<file path="src/rtl/fetch_sequencer_if.sv">
// Fetch sequencer bus: instruction-memory side and decode-side handshake.
// master = fetch sequencer, slave = memory/decode environment.
interface fetch_sequencer_if;
  logic [31:0] imem_addr;
  logic [31:0] imem_instr;
  logic        stall_i;
  logic        redirect_i;
  logic [31:0] redirect_pc_i;
  logic [31:0] instr_o;
  logic [31:0] pc_o;
  logic        valid_o;
  logic        halted_o;
  logic        fault_o;

  modport master (
    output imem_addr, instr_o, pc_o, valid_o, halted_o, fault_o,
    input  imem_instr, stall_i, redirect_i, redirect_pc_i
  );

  modport slave (
    input  imem_addr, instr_o, pc_o, valid_o, halted_o, fault_o,
    output imem_instr, stall_i, redirect_i, redirect_pc_i
  );
endinterface

</file>
<file path="src/rtl/fetch_sequencer.sv">
// Instruction-fetch controller: owns the PC, pairs registered-read words with their PC,
// handles stall/redirect/halt. Define FETCH_BOUNDS_EN to fault on fetches past MEM_BYTES.
module fetch_sequencer #(
  parameter logic [31:0] RESET_PC  = 32'h0000_0000,
  parameter logic [31:0] HALT_WORD = 32'hFFFF_FFFF,
  parameter int unsigned MEM_BYTES = 64
) (
  input logic               clk,
  input logic               rst_n,
  fetch_sequencer_if.master bus
);
  localparam logic [1:0] ST_BOOT = 2'd0;
  localparam logic [1:0] ST_RUN  = 2'd1;
  localparam logic [1:0] ST_HALT = 2'd2;

  logic [1:0]  state;
  logic [31:0] fetch_pc, inflight_pc, hold_instr;
  logic        inflight_v, hold_v, fault;
  logic        valid, accept, halt_hit, oob, issue_ok;
  logic [31:0] instr;

  assign valid    = inflight_v & (state == ST_RUN);
  assign instr    = hold_v ? hold_instr : bus.imem_instr;
  assign accept   = valid & ~bus.stall_i;
  assign halt_hit = accept & (instr == HALT_WORD);
  // widened so a PC near the top of the address space cannot wrap past the limit
  assign oob      = ({1'b0, fetch_pc} + 33'd3) >= 33'(MEM_BYTES);

`ifdef FETCH_BOUNDS_EN
  assign issue_ok    = ~oob;
  assign bus.fault_o = fault;
`else
  logic unused_oob;
  assign unused_oob  = oob;
  assign issue_ok    = 1'b1;
  assign bus.fault_o = 1'b0;
`endif

  logic unused_bits;
  assign unused_bits = ^bus.redirect_pc_i[1:0];

  assign bus.imem_addr = fetch_pc;
  assign bus.pc_o      = inflight_pc;
  assign bus.valid_o   = valid;
  assign bus.instr_o   = valid ? instr : 32'h0;
  assign bus.halted_o  = (state == ST_HALT) & ~fault;

  always_ff @(posedge clk) begin
    if (!rst_n) begin
      state       <= ST_BOOT;
      fetch_pc    <= RESET_PC;
      inflight_pc <= 32'h0;
      inflight_v  <= 1'b0;
      hold_instr  <= 32'h0;
      hold_v      <= 1'b0;
      fault       <= 1'b0;
    end else if (bus.redirect_i) begin
      fetch_pc   <= {bus.redirect_pc_i[31:2], 2'b00};
      inflight_v <= 1'b0;
      hold_v     <= 1'b0;
      state      <= ST_RUN;
      fault      <= 1'b0;
    end else if (state != ST_HALT) begin
      if (halt_hit) begin
        state      <= ST_HALT;
        inflight_v <= 1'b0;
        hold_v     <= 1'b0;
      end else if (state == ST_RUN && bus.stall_i) begin
        // memory moves on to fetch_pc, so park the word decode has not taken yet
        if (!hold_v && inflight_v) begin
          hold_instr <= bus.imem_instr;
          hold_v     <= 1'b1;
        end
      end else if (!issue_ok) begin
        inflight_v <= 1'b0;
        hold_v     <= 1'b0;
        state      <= ST_HALT;
        fault      <= 1'b1;
      end else begin
        inflight_pc <= fetch_pc;
        inflight_v  <= 1'b1;
        fetch_pc    <= fetch_pc + 32'd4;
        hold_v      <= 1'b0;
        state       <= ST_RUN;
      end
    end
  end
endmodule

</file>
<file path="src/flat_wrapper.sv">
// flat-port wrapper written by rule: the top's interface ports become plain ports
module fetch_sequencer_flat 
#(
  parameter logic [31:0] RESET_PC  = 32'h0000_0000,
  parameter logic [31:0] HALT_WORD = 32'hFFFF_FFFF,
  parameter int unsigned MEM_BYTES = 64
)
  (clk, rst_n, bus_imem_addr, bus_instr_o, bus_pc_o, bus_valid_o, bus_halted_o, bus_fault_o, bus_imem_instr, bus_stall_i, bus_redirect_i, bus_redirect_pc_i);
  fetch_sequencer_if bus_i ();
  input logic clk;
  input logic rst_n;
  output wire logic [$bits(bus_i.imem_addr)-1:0] bus_imem_addr;
  output wire logic [$bits(bus_i.instr_o)-1:0] bus_instr_o;
  output wire logic [$bits(bus_i.pc_o)-1:0] bus_pc_o;
  output wire logic [$bits(bus_i.valid_o)-1:0] bus_valid_o;
  output wire logic [$bits(bus_i.halted_o)-1:0] bus_halted_o;
  output wire logic [$bits(bus_i.fault_o)-1:0] bus_fault_o;
  input wire logic [$bits(bus_i.imem_instr)-1:0] bus_imem_instr;
  input wire logic [$bits(bus_i.stall_i)-1:0] bus_stall_i;
  input wire logic [$bits(bus_i.redirect_i)-1:0] bus_redirect_i;
  input wire logic [$bits(bus_i.redirect_pc_i)-1:0] bus_redirect_pc_i;
  assign bus_imem_addr = bus_i.imem_addr;
  assign bus_instr_o = bus_i.instr_o;
  assign bus_pc_o = bus_i.pc_o;
  assign bus_valid_o = bus_i.valid_o;
  assign bus_halted_o = bus_i.halted_o;
  assign bus_fault_o = bus_i.fault_o;
  assign bus_i.imem_instr = bus_imem_instr;
  assign bus_i.stall_i = bus_stall_i;
  assign bus_i.redirect_i = bus_redirect_i;
  assign bus_i.redirect_pc_i = bus_redirect_pc_i;
  fetch_sequencer #(.RESET_PC(RESET_PC), .HALT_WORD(HALT_WORD), .MEM_BYTES(MEM_BYTES)) u_core (.clk(clk), .rst_n(rst_n), .bus(bus_i));
endmodule
</file>
<file path="config.mk">
export PLATFORM = sky130hd
export DESIGN_NAME = fetch_sequencer_flat
export DESIGN_NICKNAME = d
export VERILOG_FILES = /design/src/rtl/fetch_sequencer_if.sv /design/src/rtl/fetch_sequencer.sv /design/src/flat_wrapper.sv
export SDC_FILE = /design/constraint.sdc
export NUM_CORES = 1
export LEC_CHECK = 0
export CAP_MARGIN = 40
export CORE_MARGIN = 2
export CORE_UTILIZATION = 50
export DETAILED_ROUTE_END_ITERATION = 6
export HOLD_SLACK_MARGIN = 0.12
export PLACE_DENSITY = 0.95
export SLEW_MARGIN = 40
export SYNTH_ARGS = -nofsm -noshare
export SYNTH_HDL_FRONTEND = slang
export SYNTH_SLANG_ARGS = --single-unit
</file>
<file path="constraint.sdc">
create_clock -name clk -period 3.6 [get_ports clk]
set_input_delay 0.72 -clock clk [delete_from_list [all_inputs] [get_ports clk]]
set_output_delay 0.72 -clock clk [all_outputs]
set_load 0.02 [all_outputs]
</file>
After elaboration in Yosys (flattened, before gate mapping). Index checks and enable logic that the tools add are counted.

Add/subtract/negate cells: 1. Reductions and logical operators: 12. Bitwise gates (word level): 8. Equality and inequality tests: 9. Multiplexer cells: 15.

Operators with widths (count): $mux 32 (6); $add 32x3->32 const B (1); $eq 32x32->1 const B (1); $mux 1 (7); $ne 2x2->1 const B (3); $ne 3x2->1 const B (2); $reduce_and 2->1 (3); $reduce_and 3->1 (2); $not 1->1 (5); $reduce_and 5->1 (1); $mux 2 (2); $reduce_and 4->1 (1); $and 1x1->1 (3); $eq 2x1->1 const B (1); $eq 2x2->1 const B (1); $logic_and 1x1->1 (2); $ne 2x1->1 const B (1); $reduce_bool 2->1 (1); $reduce_or 2->1 (1); $logic_not 1->1 (1).

Logic and storage cells: 53. Flip-flop bits (word level): 100. Output and inout bits: 99.

Longest topological paths before layout.
Depth after elaboration: 7. Gate-level depth with buffers: 10. Depth with buffers taken out: 7.

Worst setup path before layout. No wires, ideal clock.

Kind: reg-to-output. Start point: reg u_core.hold_v. End point: out bus_instr_o[10]. Buffers on the path: 3. Slack: 1.327 ns. Required time: 2.880 ns. Arrival: 1.553 ns. Cell stages (with the launch flop): 6. Cells stage by stage: dfxtp_1 > buf_6 > buf_4 > buf_1 > mux2i_1 > nor2_1.

Longest elaborated chain between the ends: 2.

RTL lines: start: declaration (line fetch_sequencer.sv:18) `logic inflight_v, hold_v, fault;`; start signal: assignment (line fetch_sequencer.sv:55) `hold_v <= 1'b0;`; start signal: assignment (line fetch_sequencer.sv:60) `hold_v <= 1'b0;`; start signal: assignment (line fetch_sequencer.sv:67) `hold_v <= 1'b0;`; $mux 32 (line fetch_sequencer.sv:23) `assign instr = hold_v ? hold_instr : bus.imem_instr;`; $mux 32 (line fetch_sequencer.sv:45) `assign bus.instr_o = valid ? instr : 32'h0;`; end: declaration (line flat_wrapper.sv:13) `output wire logic [$bits(bus_i.instr_o)-1:0] bus_instr_o;`.

No other way between the ends.

Worst setup path after layout.
Start point: reg u_core.hold_v. End point: out bus_instr_o[18].

The elaborated chain is that of the path after synthesis.

==> metrics.md <==
| Metric | Value |
|---|---|
| Run status | `finished, final reports clean` |
| Final setup violation count | `0` |
| Final hold violation count | `0` |
| Ratio of cells with drive above 1 in the final layout | `0.0633` |
| Die X | `104 µm` |
| Hold slack final | `0.458 ns` |
| Number of enable flip-flop cells after synthesis | `0` |
| IO Port Bufs | `159` |
| Number of global-route vias before repair | `5,138` |
| Setup fix buffers added after clock tree synthesis | `0` |
| Sequential fraction of the synthesis area | `0.384` |
| Overall power of the completed layout | `2350 µW` |
| Global-route usage over all layers | `0.278` |
| Num Clock Sinks | `96` |
| Arrival time of data at the critical path endpoint | `2.34 ns` |
| Data required time of the critical path | `2.88 ns` |
| Post-layout net count | `854` |
| Most common cell after layout, fill and taps aside | `sky130_fd_sc_hd__clkdlybuf4s50_1` |
| Global placer's final weighted congestion | `0.849` |
| Post-detailed-route DRC marker count | `0` |
| Synthesized instance count | `648` |
| Average wire per standard cell | `16.9 µm` |
| Largest voltage drop on the vdd net | `209 µV` |
| Longest Clk Path Bufs | `2` |
| Power per Cell Area | `342 nW/µm²` |
| DR top layer | `met4` |
| Total standard cell area after synthesis | `5000 µm²` |
| Overflow left after global routing | `0` |
| Largest fanout on the critical path | `27` |
| Minimum period implied by the final worst setup slack | `3.06 ns` |
| Routed wire length on met3 | `1200 µm` |
| Clock Latency Late Sink | `0.36 ns` |
| Sum of net half-perimeters after detailed placement | `11,000 µm` |
| Antenna violations before repair | `0` |
| First-pass GRT wire length | `25,100 µm` |
| WL met1 | `6340 µm` |
| Total leakage power | `0.00225 µW` |
| Final Max Tran Viols | `0` |
| Detail-routed via count per cell | `6.04` |
| Remaining number of nets flagged by the antenna check after routing | `0` |
| Aggregate routed wire length | `15,600 µm` |
| Core footprint | `9730 µm²` |
| Max-Cap Viols | `0` |
| Unrepaired setup endpoints after global routing | `false` |
| Clock root buffer master | `sky130_fd_sc_hd__clkbuf_8` |
| Count of different cell masters after synthesis | `55` |
| Yosys reg bits | `96` |
| Cts bufs inserted | `9` |
| Number of cells after detailed placement | `907` |
| CTS HTree Levels | `3` |
| Number of inserted diodes | `0` |
| Commonest non-fill, non-tap cells in the layout | `159 x sky130_fd_sc_hd__clkdlybuf4s50_1, 95 x sky130_fd_sc_hd__dfxtp_1, 79 x sky130_fd_sc_hd__nand2_1` |
| Pin count of the biggest net entering global routing | `40` |
| Mean instance size in the synthesized netlist | `7.72 µm²` |
| Num rows | `36` |
| Element type at the critical path end | `output port` |
| Non-filler cells, final | `923` |
| Transition time at the pin with the least slew margin | `0.664 ns` |
| Count of yosys warnings during synthesis | `0` |
| Layout overhead on the synthesized area | `37.5%` |
| First drt pass iteration count | `6` |
| Wire length on met2 | `7600 µm` |
| Overall die height | `104 µm` |
| Crit Path Category | `register to output port` |
| Starting utilization of the core area | `0.514` |
| Accumulated negative setup slack | `0 ns` |
| Fraction of synthesis flops using an asynchronous set or reset pin | `0` |
| Clock transition at the register clock pins on the worst setup and hold paths after CTS | `0.09 ns` |
| Slew HR | `0.557` |
| Most used flip-flop cell after synthesis | `sky130_fd_sc_hd__dfxtp_1` |
| Number of DRC violations after detailed-routing iteration 0 | `383` |
| I/O Pins | `167` |
| Fill cell count | `746` |
| HP Class | `register to register` |
| Startpoint types | `register` |
| Post-cts resize count | `0` |
| DIE AREA | `10,800 µm²` |
| Vias | `5,571` |
| Fin Clk Skew | `0.0162 ns` |
| Clock tree from TritonCTS | `built` |
| End-of-flow core utilization | `0.707` |
| Post-route fraction of the period consumed by the critical path | `0.849` |
| Fmax | `327 MHz` |
| Number of hold buffers added after CTS | `0` |
## synthesized netlist by cell type (all sizes together), types with 5 or more instances
| cell type | n | area [µm²] |
|---|---|---|
| a211oi | 6 | 50.1 |
| a21oi | 72 | 360 |
| a31oi | 16 | 100 |
| and3 | 12 | 75.1 |
| and4 | 8 | 72.6 |
| buf | 18 | 121 |
| clkbuf | 39 | 150 |
| dfxtp | 96 | 1920 |
| inv | 6 | 22.5 |
| mux2i | 28 | 280 |
| nand2 | 79 | 297 |
| nand3 | 48 | 240 |
| nand4 | 19 | 131 |
| nor2 | 46 | 173 |
| nor2b | 7 | 43.8 |
| nor3 | 12 | 60.1 |
| nor3b | 5 | 37.5 |
| nor4b | 6 | 52.6 |
| o21ai | 68 | 340 |
| o31ai | 6 | 45.0 |
| or3 | 9 | 56.3 |
| or4 | 6 | 45.0 |
## per-layer routing
| metal | vias to the layer above | global-route usage |
|---|---|---|
| li1 | 2607 | - |
| met1 | 2645 | 0.358 |
| met2 | 285 | 0.468 |
| met3 | 34 | 0.0457 |
| met4 | 0 | 0.110 |
| met5 | - | 0 |
## power breakdown
group / internal (µW) / switching, µW / leakage, µW
registers: 1100 / 52.8 / 0.000785
clock network: 396 / 389 / 0.000103
logic: 200 / 208 / 0.00136
total: 1700 / 649 / 0.00225
## registers in the layout (all words and copies together), names as in the netlist
register / flops
u_core.state: 2
u_core.hold_v: 1
u_core.inflight_v: 1
u_core.bus.imem_addr: 30
u_core.hold_instr: 32
u_core.bus.pc_o: 30
## path summary, 6_finish.rpt
path | cells past startpoint | startpoint | slack [ns] | endpoint
max | 4 | u_core.hold_v | 0.54 | bus_instr_o[18]
min | 2 | u_core.hold_instr[24] | 0.46 | u_core.hold_instr[24]
max reg2reg | 6 | u_core.hold_v | 0.90 | u_core.bus.imem_addr[26]
min reg2reg | 2 | u_core.hold_instr[24] | 0.46 | u_core.hold_instr[24]
## critical path, stage by stage (launching register included)
cell and delay, ns:
sky130_fd_sc_hd__dfxtp_2 0.77, sky130_fd_sc_hd__buf_4 0.32, sky130_fd_sc_hd__mux2i_1 0.24, sky130_fd_sc_hd__nor2_1 0.07, sky130_fd_sc_hd__clkdlybuf4s50_1 0.57
## cell type report
type | instances | area, µm² | share of cell area
Inverter | 6 | 22.5 | 0.00328
Multi-Input combinational cell | 493 | 2800 | 0.407
Clock buffer | 10 | 128 | 0.0186
Sequential cell | 96 | 1920 | 0.280
Clock inverter | 6 | 92.6 | 0.0135
Timing Repair Buffer | 179 | 1740 | 0.253
Tap cell | 133 | 166 | 0.0242
## per-stage QoR
step                worst slack [ns]  area, µm²
floorplan                       1.33       5010
detailed placement             0.617       6660
global placement               0.702       6660
global route                   0.482       6880
finish                         0.542       6880
CTS                            0.556       6880
## logic make-up after synthesis
| family | count (synthesis) | synth area share |
|---|---|---|
| XOR/XNOR | 1 | 0.00175 |
| buffers and inverters | 63 | 0.0588 |
| multiplexers | 29 | 0.0583 |
| adder cells (fa/ha/maj) | 1 | 0.00250 |
| AO/OA/AOI/OAI | 182 | 0.207 |
| AND/OR/NAND/NOR | 275 | 0.286 |
| flip-flops | 96 | 0.384 |
| other | 1 | 0.000750 |
(Power assumes the default switching activity.)
